## config.mk

```make
export PLATFORM = sky130hd
export DESIGN_NAME = nibble_serial_add_arbiter
export DESIGN_NICKNAME = d
export VERILOG_FILES = /design/src/rtl/nibble_serial_add_arbiter.sv
export SDC_FILE = /design/constraint.sdc
export NUM_CORES = 1
export LEC_CHECK = 0
export ABC_AREA = 0
export CORE_MARGIN = 2
export CORE_UTILIZATION = 49
export CTS_CLUSTER_DIAMETER = 100
export DETAILED_ROUTE_END_ITERATION = 10
export GPL_TIMING_DRIVEN = 1
export PLACE_DENSITY = 0.79
export SLEW_MARGIN = 20
export SYNTH_ARGS = -nofsm -noshare
export SYNTH_HDL_FRONTEND = slang
export SYNTH_SLANG_ARGS = --single-unit
```

## constraint.sdc

```tcl
create_clock -name clk -period 3.51 [get_ports clk]
set_input_delay 0.8775 -clock clk [delete_from_list [all_inputs] [get_ports clk]]
set_output_delay 0.8775 -clock clk [all_outputs]
set_load 0.1 [all_outputs]
```

## src/rtl/nibble_serial_add_arbiter.sv

```systemverilog
// rtl/nibble_serial_add_arbiter.sv - two-requester round-robin arbiter over a shared 4-bit adder slice
// Operands are summed nibble by nibble, LSB first, through a registered carry.
module nibble_serial_add_arbiter #(
  parameter int WIDTH = 16
) (
  input  logic             clk,
  input  logic             rst,
  input  logic             req0,
  input  logic [WIDTH-1:0] a0,
  input  logic [WIDTH-1:0] b0,
  input  logic             req1,
  input  logic [WIDTH-1:0] a1,
  input  logic [WIDTH-1:0] b1,
  output logic             gnt0,
  output logic             gnt1,
  output logic             busy,
  output logic             done,
  output logic             done_id,
  output logic [WIDTH-1:0] sum,
  output logic             cout
);

  localparam int NIBBLES = WIDTH / 4;
  localparam int CW      = (NIBBLES > 1) ? $clog2(NIBBLES) : 1;

  typedef enum logic [1:0] {IDLE, ADD, DONE} state_t;

  state_t           state_q, state_d;
  logic [CW-1:0]    cnt_q, cnt_d;
  logic [WIDTH-1:0] op_a_q, op_a_d;
  logic [WIDTH-1:0] op_b_q, op_b_d;
  logic [WIDTH-1:0] sum_work_q, sum_work_d;
  logic             carry_q, carry_d;
  logic             rr_q, rr_d;
  logic             winner_q, winner_d;
  logic             gnt0_q, gnt0_d;
  logic             gnt1_q, gnt1_d;
  logic             busy_q, busy_d;
  logic             done_q, done_d;
  logic             done_id_q, done_id_d;
  logic [WIDTH-1:0] sum_q, sum_d;
  logic             cout_q, cout_d;

  logic [WIDTH-1:0] a_sh, b_sh;
  logic [4:0]       slice;
  logic             win;

  // The slice sees the current nibble of each operand shifted down to bit 0.
  assign a_sh  = op_a_q >> {cnt_q, 2'b00};
  assign b_sh  = op_b_q >> {cnt_q, 2'b00};
  assign slice = {1'b0, a_sh[3:0]} + {1'b0, b_sh[3:0]} + {4'b0000, carry_q};

  always_comb begin
    state_d    = state_q;
    cnt_d      = cnt_q;
    op_a_d     = op_a_q;
    op_b_d     = op_b_q;
    sum_work_d = sum_work_q;
    carry_d    = carry_q;
    rr_d       = rr_q;
    winner_d   = winner_q;
    gnt0_d     = 1'b0;
    gnt1_d     = 1'b0;
    done_d     = 1'b0;
    done_id_d  = done_id_q;
    sum_d      = sum_q;
    cout_d     = cout_q;
    win        = 1'b0;

    case (state_q)
      IDLE: begin
        if (req0 || req1) begin
          win      = (req0 && req1) ? rr_q : req1;
          winner_d = win;
          op_a_d   = win ? a1 : a0;
          op_b_d   = win ? b1 : b0;
          carry_d  = 1'b0;
          cnt_d    = '0;
          gnt0_d   = ~win;
          gnt1_d   = win;
          rr_d     = ~win;
          state_d  = ADD;
        end
      end
      ADD: begin
        sum_work_d[{cnt_q, 2'b00} +: 4] = slice[3:0];
        carry_d = slice[4];
        cnt_d   = cnt_q + CW'(1);
        if (cnt_q == CW'(NIBBLES - 1)) begin
          cnt_d     = '0;
          sum_d     = sum_work_d;
          cout_d    = slice[4];
          done_d    = 1'b1;
          done_id_d = winner_q;
          state_d   = DONE;
        end
      end
      DONE: begin
        state_d = IDLE;
      end
      default: begin
        state_d = IDLE;
      end
    endcase

    busy_d = (state_d != IDLE);
  end

  always_ff @(posedge clk or posedge rst) begin
    if (rst) begin
      state_q    <= IDLE;
      cnt_q      <= '0;
      op_a_q     <= '0;
      op_b_q     <= '0;
      sum_work_q <= '0;
      carry_q    <= 1'b0;
      rr_q       <= 1'b0;
      winner_q   <= 1'b0;
      gnt0_q     <= 1'b0;
      gnt1_q     <= 1'b0;
      busy_q     <= 1'b0;
      done_q     <= 1'b0;
      done_id_q  <= 1'b0;
      sum_q      <= '0;
      cout_q     <= 1'b0;
    end else begin
      state_q    <= state_d;
      cnt_q      <= cnt_d;
      op_a_q     <= op_a_d;
      op_b_q     <= op_b_d;
      sum_work_q <= sum_work_d;
      carry_q    <= carry_d;
      rr_q       <= rr_d;
      winner_q   <= winner_d;
      gnt0_q     <= gnt0_d;
      gnt1_q     <= gnt1_d;
      busy_q     <= busy_d;
      done_q     <= done_d;
      done_id_q  <= done_id_d;
      sum_q      <= sum_d;
      cout_q     <= cout_d;
    end
  end

  assign gnt0    = gnt0_q;
  assign gnt1    = gnt1_q;
  assign busy    = busy_q;
  assign done    = done_q;
  assign done_id = done_id_q;
  assign sum     = sum_q;
  assign cout    = cout_q;

endmodule

```

### Yosys cells after proc, flatten, opt, wreduce, memory -nomap -nowiden

Index checks and enable logic that the tools add are counted.
Widths: inputs -> output; s select.

* flip-flop bits (word level): 77
* output and inout port bits: 22
* input port bits: 68
* logic and storage cells: 53

* muxes and demuxes: 18
* add/sub/neg operators: 4
* bitwise gates (word level): 1
* reduce and logical (&&, ||, !) cells: 8
* shifts and indexed selects: 4
* equality and inequality tests: 3

Operators with widths (number)
* $mux 16: 2
* $shr 16x4->4: 2
* $bwmux 16: 1
* $shift 4x6->16 const A: 1
* $shiftx 4x6->16: 1
* $mux 1: 8
* $mux 2: 4
* $pmux 2 s2: 2
* $neg 4->6: 1
* $reduce_and 2->1: 3
* $add 4x4->5: 1
* $add 5x1->5: 1
* $reduce_bool 2->1: 2
* $add 2x1->2 const B: 1
* $eq 2x1->1 const B: 1
* $eq 2x2->1 const B: 1
* $logic_not 2->1: 1
* $ne 2x2->1 const B: 1
* $pmux 1 s2: 1
* $logic_and 1x1->1: 1
* $logic_or 1x1->1: 1
* $not 1->1: 1

### Depth between registers and ports, before layout

Gate-level depths: netlist of run 1.

* depth in word-level cells: 5
* depth in mapped cells: 9
* gate-level depth less buffers: 8

### Worst setup path before layout of run 1

No wires, ideal clock.

* path type: reg-to-reg
* start point: register cnt_q[0]
* end point: register sum_work_q[15]
* setup slack: 0.795 ns
* cell stages (with the launch flop): 8
* period minus slack after synthesis: 2.715 ns
* data arrival time: 2.594 ns
* required time: 3.388 ns
* library setup time: 0.122 ns
* path buffers: 1
* cell sequence: dfrtp_1 buf_4 mux4_2 fa_1 and3_1 or3_4 and2_4 a32o_1

* cells in the longest elaborated chain, start to end: 5
* elaborated cells between the ends (all ways): 8
* classes of those cells: add/sub: 3; shift: 4; mux: 1

Ends and longest elaborated chain
* from (decl): RTL line 29 `logic [CW-1:0] cnt_q, cnt_d;`
* from (signal assigned): RTL line 128 `cnt_q <= cnt_d;`
* $shr 16x4->4, on equally long branches: RTL line 49, 50
* $add 4x4->5: RTL line 51 `assign slice = {1'b0, a_sh[3:0]} + {1'b0, b_sh[3:0]} + {4'b0000, carry_q};`
* $add 5x1->5: RTL line 51
* $shiftx 4x6->16: RTL line 86 `sum_work_d[{cnt_q, 2'b00} +: 4] = slice[3:0];`
* $bwmux 16 *: RTL line 86
* to (signal assigned): RTL line 131 `sum_work_q <= sum_work_d;`
* to (decl): RTL line 32 `logic [WIDTH-1:0] sum_work_q, sum_work_d;`

Every way passes the cells marked *; elsewhere a longest branch is shown, timed or not.
A chain may end at the register's enable or synchronous reset.

### Worst setup path in the final report of run 1

* start point: register cnt_q[0]
* end point: register sum_q[11], in the netlist sum[11]

* cells in the longest elaborated chain, start to end: 5
* elaborated cells between the ends (all ways): 10
* classes of those cells: add/sub: 3; eq/ne: 1; shift: 4; mux: 1; reduce/logical: 1

Ends and longest elaborated chain
* $shr 16x4->4, on equally long branches: RTL line 49, 50
* $add 4x4->5: RTL line 51
* $add 5x1->5: RTL line 51
* $shiftx 4x6->16: RTL line 86
* $bwmux 16: RTL line 86
* to (signal assigned): RTL line 140 `sum_q <= sum_d;`
* to (decl): RTL line 41 `logic [WIDTH-1:0] sum_q, sum_d;`

Parallel ways exist; a longest one is shown, timed or not.

==> results of run 1 <==
==> final cells by class <==
cell class | count | area share
Sequential cell | 77 | 0.398
Tap cell | 99 | 0.0256
Inverter | 15 | 0.0116
Multi-Input combinational cell | 193 | 0.331
Timing Repair Buffer | 97 | 0.187
Clock buffer | 13 | 0.0328
Clock inverter | 3 | 0.0139
==> worst max-delay path, delay by kind of cell, from the launching register on <==
family | cells | cell delay [ns]
adders and majority gates | 1 | 0.34
muxes | 1 | 0.52
buffers and inverters | 1 | 0.27
AOI/OAI and AO/OA | 3 | 0.95
and+or+nand+nor | 1 | 0.17
DFF | 1 | 0.54
==> cells in the mapped netlist, types with 2 or more instances <==
| cell | count |
|---|---|
| clkbuf_1 | 5 |
| nor3_2 | 3 |
| buf_4 | 5 |
| inv_2 | 3 |
| ha_1 | 9 |
| mux2i_1 | 2 |
| o21ai_0 | 7 |
| mux4_2 | 8 |
| a21oi_1 | 5 |
| a22o_1 | 8 |
| inv_1 | 12 |
| a21o_1 | 4 |
| fa_1 | 2 |
| a32o_1 | 8 |
| and2_1 | 31 |
| a32oi_1 | 4 |
| a221o_1 | 30 |
| nor2_1 | 30 |
| buf_2 | 6 |
| a221oi_1 | 12 |
| dfrtp_1 | 77 |
| nand2_1 | 14 |
==> through the flow <==
| stage | util | worst slack, ns |
|---|---|---|
| floorplan | - | 0.666 |
| global placement | 0.637 | 0.772 |
| detailed placement | 0.637 | 0.681 |
| CTS | 0.668 | 0.665 |
| global route | 0.668 | 0.428 |
| finish | 0.668 | 0.638 |
==> cell usage in the layout, fill, tap and decap left out, drive strengths merged, types with 2 or more instances in the layout <==
master,n
a21o,4
a21oi,5
a221o,30
a221oi,12
a22o,8
a32o,8
a32oi,4
and2,32
buf,30
bufinv,2
clkbuf,13
clkdlybuf4s50,67
dfrtp,77
fa,2
ha,9
inv,15
mux2i,2
mux4,8
nand2,15
nor2,30
nor3,3
o21ai,9
or3,2
==> kinds of logic (layout without fill, tap and decap cells) <==
logic type	after synthesis	in the layout
AO/OA/AOI/OAI	83	83
XOR/XNOR	1	1
adder cells (fa/ha/maj)	11	11
buffers and inverters	33	128
flip-flops	77	77
multiplexers	10	10
AND/OR/NAND/NOR	88	88
==> routing by layer <==
layer  vias to the layer above  track usage  share of wire
met5                         -            0              0
met4                         0       0.0718         0.0084
met3                         9       0.0584          0.072
met2                       126        0.339           0.49
met1                      1353        0.280           0.42
li1                       1316            -              -
==> sequential cells by signal (all words and copies together) (netlist names) <==
register,count
rr_q,1
winner_q,1
done,1
op_a_q,16
sum,16
cout,1
gnt0,1
done_id,1
gnt1,1
carry_q,1
busy,1
cnt_q,2
state_q,2
sum_work_q,16
op_b_q,16
==> worst min-delay path by stage <==
stage / to / slack [ns] / depth (start not counted)
2_1_floorplan: done_id / 0.44 / 2
3_3_place_gp: done_id / 0.46 / 2
3_5_place_dp: done_id / 0.45 / 2
4_1_cts: done_id / 0.47 / 2
5_1_grt: done_id / 0.51 / 2
6_report: done_id / 0.47 / 2
==> qor.txt, run 1 <==
Ys Warns: 0
CP Max Fanout: 10
Maximum clock path buffer count: 2
GRT Total Usage: 0.212
Status: finished clean
Worst flop-to-flop path endpoint: sum[11]
Fill count: 535
Hold path start: winner_q
DR vias/cell: 5.64
Kind of critical path: register to register
Dpl hpwl: 6.07 mm
Top_reg_cell synth: dfrtp_1
Worst-skew pair later-pin latency: 0.35 ns
Final Skew: 0.00785 ns
Vias in the first global route: 2724
# IOs: 90
Setup-failing EPs final: 0
Largest net degree at the start of global routing: 33
Yosys top cell area share: 0.524
Synthesized cell area: 3680 um2
Number of enable flip-flop cells after synthesis: 0
RSZ-0062 raised after global routing: false
Min Tclk post-route: 2.87 ns
Starting Density: 0.507
Post-Layout Cell Count: 497
CTS Buf Count: 9
Synth Area in Compound Gates: 0.200
Layout area overhead: 31.7%
Register area share after synthesis: 0.524
Async SR Flop Fraction: 1.00
Worst EP required: 3.79 ns
Largest family of logic cells by synthesized area: compound AO/OA/AOI/OAI gates
Die Y-Extent: 90.6 um
Top cells by area, synth: dfrtp_1 (52%), a221o_1 (8.2%), and2_1 (5.3%)
Post-Synth XOR/XNOR Area: 0.00238
First-iteration detailed-routing DRC count: 152
Crit. End Element: register
Net count after synthesis: 382
Mux cell area share after synthesis: 0.0544
R2r worst-path depth: 7
Wire per inst: 16.5 um
Library cells used by synthesis: 40
First-pass GRT wire length: 13.6 mm
Crit path largest cell delay: 0.54 ns
Setup crit start kind: register
GPL Wtd Cong: 0.854
Seq cells post-synth: 77
Max-cap viol count: 0
Ant. Diodes: 0
Design area: 4850 um2
DRC viols: 0
CTS tree: yes
CP Cell Sequence: buf_4, mux4_2, ha_1, and3_1, o21ai_0, a32oi_1, a21oi_1
Worst setup path end: sum[11]
Initial antenna violation count: 0
Cell count after synthesis: 303
Slew @ Worst Pin: 0.645 ns
Final TNS setup: 0 ns
R2r setup slk: 0.64 ns
CTS clk-pin slew, worst paths: 0.08 ns
Placed insts: 481
Router iterations before antenna repair: 5
Die Footprint: 8220 um2
CP startpoint: cnt_q[0]
Hold slack: 0.473 ns
RR Startpoint: cnt_q[0]
Critical path arrival: 3.15 ns
Period utilisation layout: 0.818
CTS resizes: 0
Die W: 90.6 um
Final slew viol count: 0
Crit path max-delay cell type: dfrtp_1
Fmax: 348 MHz
Post-DP Area: 4620 um2
Row cnt: 31
Avg Cell Area, Syn: 12.1 um2
Port-buffer cells: 89
Sink Count: 77
Congestion Overflow GR: 0
Final hold vios: 0
Post-Synth Adder-Cell Area: 0.0415
H-tree levels: 3
HP Class: register to register
Core box area: 7250 um2
Post-CTS Hold Buffers: 0
Reg area: 1930 um2
# Post-CTS Setup Buffers: 0
Post-Route WL: 8.18 mm
Worst rel slew slack: 0.570
Final ANT Viol Nets: 0
Vias: 2804
Nets@finish: 472
Share of cells above drive strength 1: 0.168
Root Driver: clkbuf_8
Area leader, netlist: dfrtp_1
Post-Synth Simple-Gate Area: 0.135
Multi-input gate area: 1600 um2
Power of run 1 is not shown: default switching activity piles up to over one toggle a cycle in this logic, so the estimate is an artifact.
==> inputs of run 2 (changes only) <==
clock period = 2.71 ns   (was 3.51 ns; I/O delays follow)
==> qor.txt, run 2 (synthesis gave the netlist of run 1 again) <==
Status: finished clean (unchanged)
Share of cells above drive strength 1: 0.184 (was 0.168)
Final Skew: 0.0123 ns (was 0.00785 ns)
Crit path largest cell delay: 0.50 ns (was 0.54 ns)
Setup-failing EPs final: 0 (unchanged)
Fill count: 568 (was 535)
Worst flop-to-flop path endpoint: sum_work_q[15] (was sum[11])
Initial antenna violation count: 0 (unchanged)
Slew @ Worst Pin: 0.537 ns (was 0.645 ns)
Min Tclk post-route: 2.59 ns (was 2.87 ns)
Port-buffer cells: 89 (unchanged)
CTS clk-pin slew, worst paths: 0.08 ns (about the same)
First-pass GRT wire length: 13.4 mm (was 13.6 mm)
R2r worst-path depth: 7 (unchanged)
Congestion Overflow GR: 0 (unchanged)
Nets@finish: 477 (was 472)
Setup ws final: 0.119 ns (was 0.638 ns)
Die Footprint: 8220 um2 (unchanged)
Setup crit start kind: register (unchanged)
Reg area: 1930 um2 (about the same)
GPL Wtd Cong: 0.856 (was 0.854)
Post-Route WL: 7.95 mm (was 8.18 mm)
Crit. End Element: register (unchanged)
Core box area: 7250 um2 (unchanged)
DRC viols: 0 (unchanged)
CTS Buf Count: 9 (unchanged)
Hold depth: 2 (unchanged)
Row cnt: 31 (unchanged)
Worst-skew pair later-pin latency: 0.35 ns (about the same)
CP Cell Sequence: buf_4, mux4_2, ha_1, and3_1, or3_4, and2_4, a32o_1 (was buf_4, mux4_2, ha_1, and3_1, o21ai_0, a32oi_1, a21oi_1)
Most frequent cells in the layout: dfrtp_1 (76), clkdlybuf4s50_1 (67), buf_4 (34), and2_1 (31) (was dfrtp_1 (77), clkdlybuf4s50_1 (67), and2_1 (31), nor2_1 (30), a221o_1 (30))
Vias: 2789 (was 2804)
DR vias/cell: 5.56 (was 5.64)
Worst path top cell family by delay: simple AND/OR/NAND/NOR gates (was compound AO/OA/AOI/OAI gates)
Hold path start: op_a_q[15] (was winner_q)
First-iteration detailed-routing DRC count: 154 (was 152)
CTS resizes: 0 (unchanged)
Maximum clock path buffer count: 2 (unchanged)
Final slew viol count: 0 (unchanged)
Hold endpoint: op_a_q[15] (was done_id)
H-tree levels: 3 (unchanged)
Multi-input gate area: 1600 um2 (unchanged)
Die W: 90.6 um (unchanged)
R2r setup slk: 0.12 ns (was 0.64 ns)
Worst rel slew slack: 0.640 (was 0.570)
Root Driver: clkbuf_8 (unchanged)
HP Class: register to register (unchanged)
Fmax: 386 MHz (was 348 MHz)
Layout area overhead: 33.0% (was 31.7%)
CP Max Fanout: 6 (was 10)
GRT Total Usage: 0.206 (was 0.212)
CTS tree: yes (unchanged)
Vias in the first global route: 2804 (was 2724)
Pre-CTS setup slack: 0.0210 ns (was 0.681 ns)
Die Y-Extent: 90.6 um (unchanged)
Sink Count: 77 (unchanged)
Critical path arrival: 2.83 ns (was 3.15 ns)
Crit path max-delay cell type: mux4_2 (was dfrtp_1)
Final TNS setup: 0 ns (unchanged)
Dpl hpwl: 6.00 mm (was 6.07 mm)
Final hold vios: 0 (unchanged)
Router iterations before antenna repair: 4 (was 5)
RR Startpoint: cnt_q[0] (unchanged)
Starting Density: 0.507 (unchanged)
Max-cap viol count: 0 (unchanged)
Commonest non-fill, non-tap cell in the layout: dfrtp_1 (unchanged)
Wire per inst: 15.8 um (was 16.5 um)
Worst EP required: 2.95 ns (was 3.79 ns)
Kind of critical path: register to register (unchanged)
Post-CTS Hold Buffers: 0 (unchanged)
Crit path buffers/inverters: 1 (unchanged)
Ant. Diodes: 0 (unchanged)
# IOs: 90 (unchanged)
Final ANT Viol Nets: 0 (unchanged)
Period utilisation layout: 0.956 (was 0.818)
Largest net degree at the start of global routing: 43 (was 33)
RSZ-0062 raised after global routing: false (unchanged)
# Post-CTS Setup Buffers: 0 (unchanged)
## run 2: cell count changes in the layout (fill, tap and decap cells not counted), sizes merged
cell,change
buf,+5
clkbuf,-3
clkinv,+2
bufinv,+1
## run 2: worst max-delay path by stage
stage / to / startpoint / cells past startpoint / slack, ns
after floorplan: sum_work_q[15] / cnt_q[0] / 7 / 0.03
after global placement: sum_work_q[15] / cnt_q[0] / 7 / 0.09
after detailed placement: sum_work_q[3] / cnt_q[0] / 7 / 0.02
after CTS: sum_work_q[3] / cnt_q[0] / 7 / 0.007
after global routing: sum_work_q[15] / cnt_q[0] / 7 / 0.02
final: sum_work_q[15] / cnt_q[0] / 7 / 0.12
## run 2: routing by layer
| metal | up-vias | GRT usage | wire [um] |
|---|---|---|---|
| li1 | 1324 | - | - |
| met1 | 1337 | 0.261 | 3350 |
| met2 | 112 | 0.335 | 3880 |
| met3 | 16 | 0.0501 | 525 |
| met4 | 0 | 0.0923 | 195 |
| met5 | - | 0 | 0 |
## run 2: tightest hold or removal path: cells and delay by family (launching register included)
| kind | cells | cell delay (ns) |
|---|---|---|
| flip-flops | 1 | 0.35 |
| AO/OA/AOI/OAI | 1 | 0.06 |
| AND/OR/NAND/NOR | 1 | 0.04 |
## run 2: stage by stage
| step | area [um2] | util | std cells | hold WS [ns] |
|---|---|---|---|---|
| final | 4890 | 0.674 | 502 | 0.481 |
| after global routing | 4890 | 0.674 | 502 | 0.497 |
| after CTS | 4880 | 0.672 | 501 | 0.479 |
| after detailed placement | 4640 | 0.639 | 485 | 0.469 |
| after global placement | 4640 | 0.639 | 485 | 0.454 |
| after floorplan | 3680 | - | 303 | 0.439 |
## run 2: cell type report
class                           instances  area share
Clock inverter                          6      0.0228
Sequential cell                        77       0.394
Inverter                               15      0.0115
Tap cell                               99      0.0253
Clock buffer                           10      0.0261
Timing Repair Buffer                  102       0.192
Multi-Input combinational cell        193       0.328
Power of run 2 is left out for the same reason.
==> inputs of run 3 (changes only) <==
CORE_UTILIZATION = 45   (was 49)
PLACE_DENSITY = 0.74   (was 0.79)
==> qor.txt, run 3 (synthesis gave the netlist of run 1 again) <==
Fmax: 389 MHz (was 386 MHz)
Ant. Diodes: 0 (unchanged)
Wire per inst: 16.0 um (was 15.8 um)
Crit. End Element: register (unchanged)
Post-DP Area: 4670 um2 (was 4640 um2)
Port-buffer cells: 89 (unchanged)
Post-Route WL: 8.10 mm (was 7.95 mm)
R2r setup slk: 0.14 ns (was 0.12 ns)
Final Util: 0.626 (was 0.674)
Final slew viol count: 0 (unchanged)
Period utilisation layout: 0.950 (was 0.956)
Final ANT Viol Nets: 0 (unchanged)
GRT Total Usage: 0.191 (was 0.206)
Status: finished clean (unchanged)
Setup-failing EPs final: 0 (unchanged)
H-tree levels: 3 (unchanged)
First-pass GRT wire length: 13.1 mm (was 13.4 mm)
Max-cap viol count: 0 (unchanged)
Die Y-Extent: 94.4 um (was 90.6 um)
Dpl hpwl: 6.14 mm (was 6.00 mm)
Hold depth: 2 (unchanged)
Final Skew: 0.0143 ns (was 0.0123 ns)
Congestion Overflow GR: 0 (unchanged)
Root Driver: clkbuf_8 (unchanged)
Die Footprint: 8910 um2 (was 8220 um2)
Commonest non-fill, non-tap cell in the layout: dfrtp_1 (unchanged)
Initial antenna violation count: 0 (unchanged)
Largest net degree at the start of global routing: 49 (was 43)
First-iteration detailed-routing DRC count: 107 (was 154)
Maximum clock path buffer count: 2 (unchanged)
Starting Density: 0.471 (was 0.507)
CTS tree: yes (unchanged)
RSZ-0062 raised after global routing: false (unchanged)
# IOs: 90 (unchanged)
Most frequent cells in the layout: dfrtp_1 (76), clkdlybuf4s50_1 (67), buf_4 (33), and2_1 (31) (was dfrtp_1 (76), clkdlybuf4s50_1 (67), buf_4 (34), and2_1 (31))
R2r worst-path depth: 6 (was 7)
Layout area overhead: 32.9% (was 33.0%)
HP Class: register to register (unchanged)
Critical path arrival: 2.81 ns (was 2.83 ns)
Design area: 4890 um2 (about the same)
Setup crit start kind: register (unchanged)
CTS clk-pin slew, worst paths: 0.08 ns (about the same)
DR vias/cell: 5.46 (was 5.56)
Kind of critical path: register to register (unchanged)
CP Max Fanout: 6 (unchanged)
Sink Count: 77 (unchanged)
Worst flop-to-flop path endpoint: sum_work_q[15] (unchanged)
Final TNS setup: 0 ns (unchanged)
DRC viols: 0 (unchanged)
Min Tclk post-route: 2.57 ns (was 2.59 ns)
Vias: 2757 (was 2789)
Vias in the first global route: 2694 (was 2804)
RR Startpoint: cnt_q[0] (unchanged)
# Post-CTS Setup Buffers: 0 (unchanged)
Core box area: 7810 um2 (was 7250 um2)
Worst EP required: 2.94 ns (was 2.95 ns)
GPL Wtd Cong: 0.849 (was 0.856)
CTS Buf Count: 9 (unchanged)
Die W: 94.4 um (was 90.6 um)
Worst rel slew slack: 0.615 (was 0.640)
Router iterations before antenna repair: 4 (unchanged)
Nets@finish: 477 (unchanged)
Share of cells above drive strength 1: 0.184 (unchanged)
Worst-skew pair later-pin latency: 0.35 ns (about the same)
Hold endpoint: done_id (was op_a_q[15])
Slew @ Worst Pin: 0.575 ns (was 0.537 ns)
Final hold vios: 0 (unchanged)
Row cnt: 32 (was 31)
Hold path start: done_id (was op_a_q[15])
[run 3: timing repair]
| action | in CTS | in global routing |
|---|---|---|
| setup endpoints to repair | 0 | 12 |
| hold buffers | 0 | 0 |
| resized for setup | 0 | 1 |
[run 3: worst max path at each step]
stage                        start        endpoint  slack [ns]  depth (start not counted)
after global routing      cnt_q[0]  sum_work_q[15]        0.02                          6
after CTS                 cnt_q[0]   sum_work_q[7]        0.03                          6
after detailed placement  cnt_q[0]   sum_work_q[7]        0.03                          6
after floorplan           cnt_q[0]  sum_work_q[15]        0.03                          7
after global placement    cnt_q[0]  sum_work_q[15]        0.10                          6
final                     cnt_q[0]  sum_work_q[15]        0.14                          6
[run 3: metal layers]
layer	GRT usage	wire length (um)
met4	0.0362	65
met1	0.246	3580
met5	0	0
met3	0.0535	487
met2	0.328	3970
[run 3: cell type report]
class	instances	area [um2]
fillers	636	2920
flip-flops and latches	77	1930
multi-input cells	193	1600
repair buffers	102	958
clock buffers	10	128
well taps	102	128
clock inverters	6	87.6
inverters	15	56.3
[run 3: critical path: stages, from the launching register on]
cell and delay [ns]:
dfrtp_2 0.45, mux4_2 0.54, fa_1 0.44, and3_1 0.20, or3_4 0.40, and2_4 0.19
a32o_1 0.25
[run 3: metrics by stage]
| stage | hold WS, ns | instances | setup WS, ns |
|---|---|---|---|
| 2_1_floorplan | 0.439 | 303 | 0.0344 |
| 3_3_place_gp | 0.458 | 489 | 0.102 |
| 3_5_place_dp | 0.472 | 489 | 0.0320 |
| 4_1_cts | 0.491 | 505 | 0.0286 |
| 5_1_grt | 0.505 | 505 | 0.0155 |
| 6_report | 0.495 | 505 | 0.136 |
Power of run 3 is left out for the same reason.
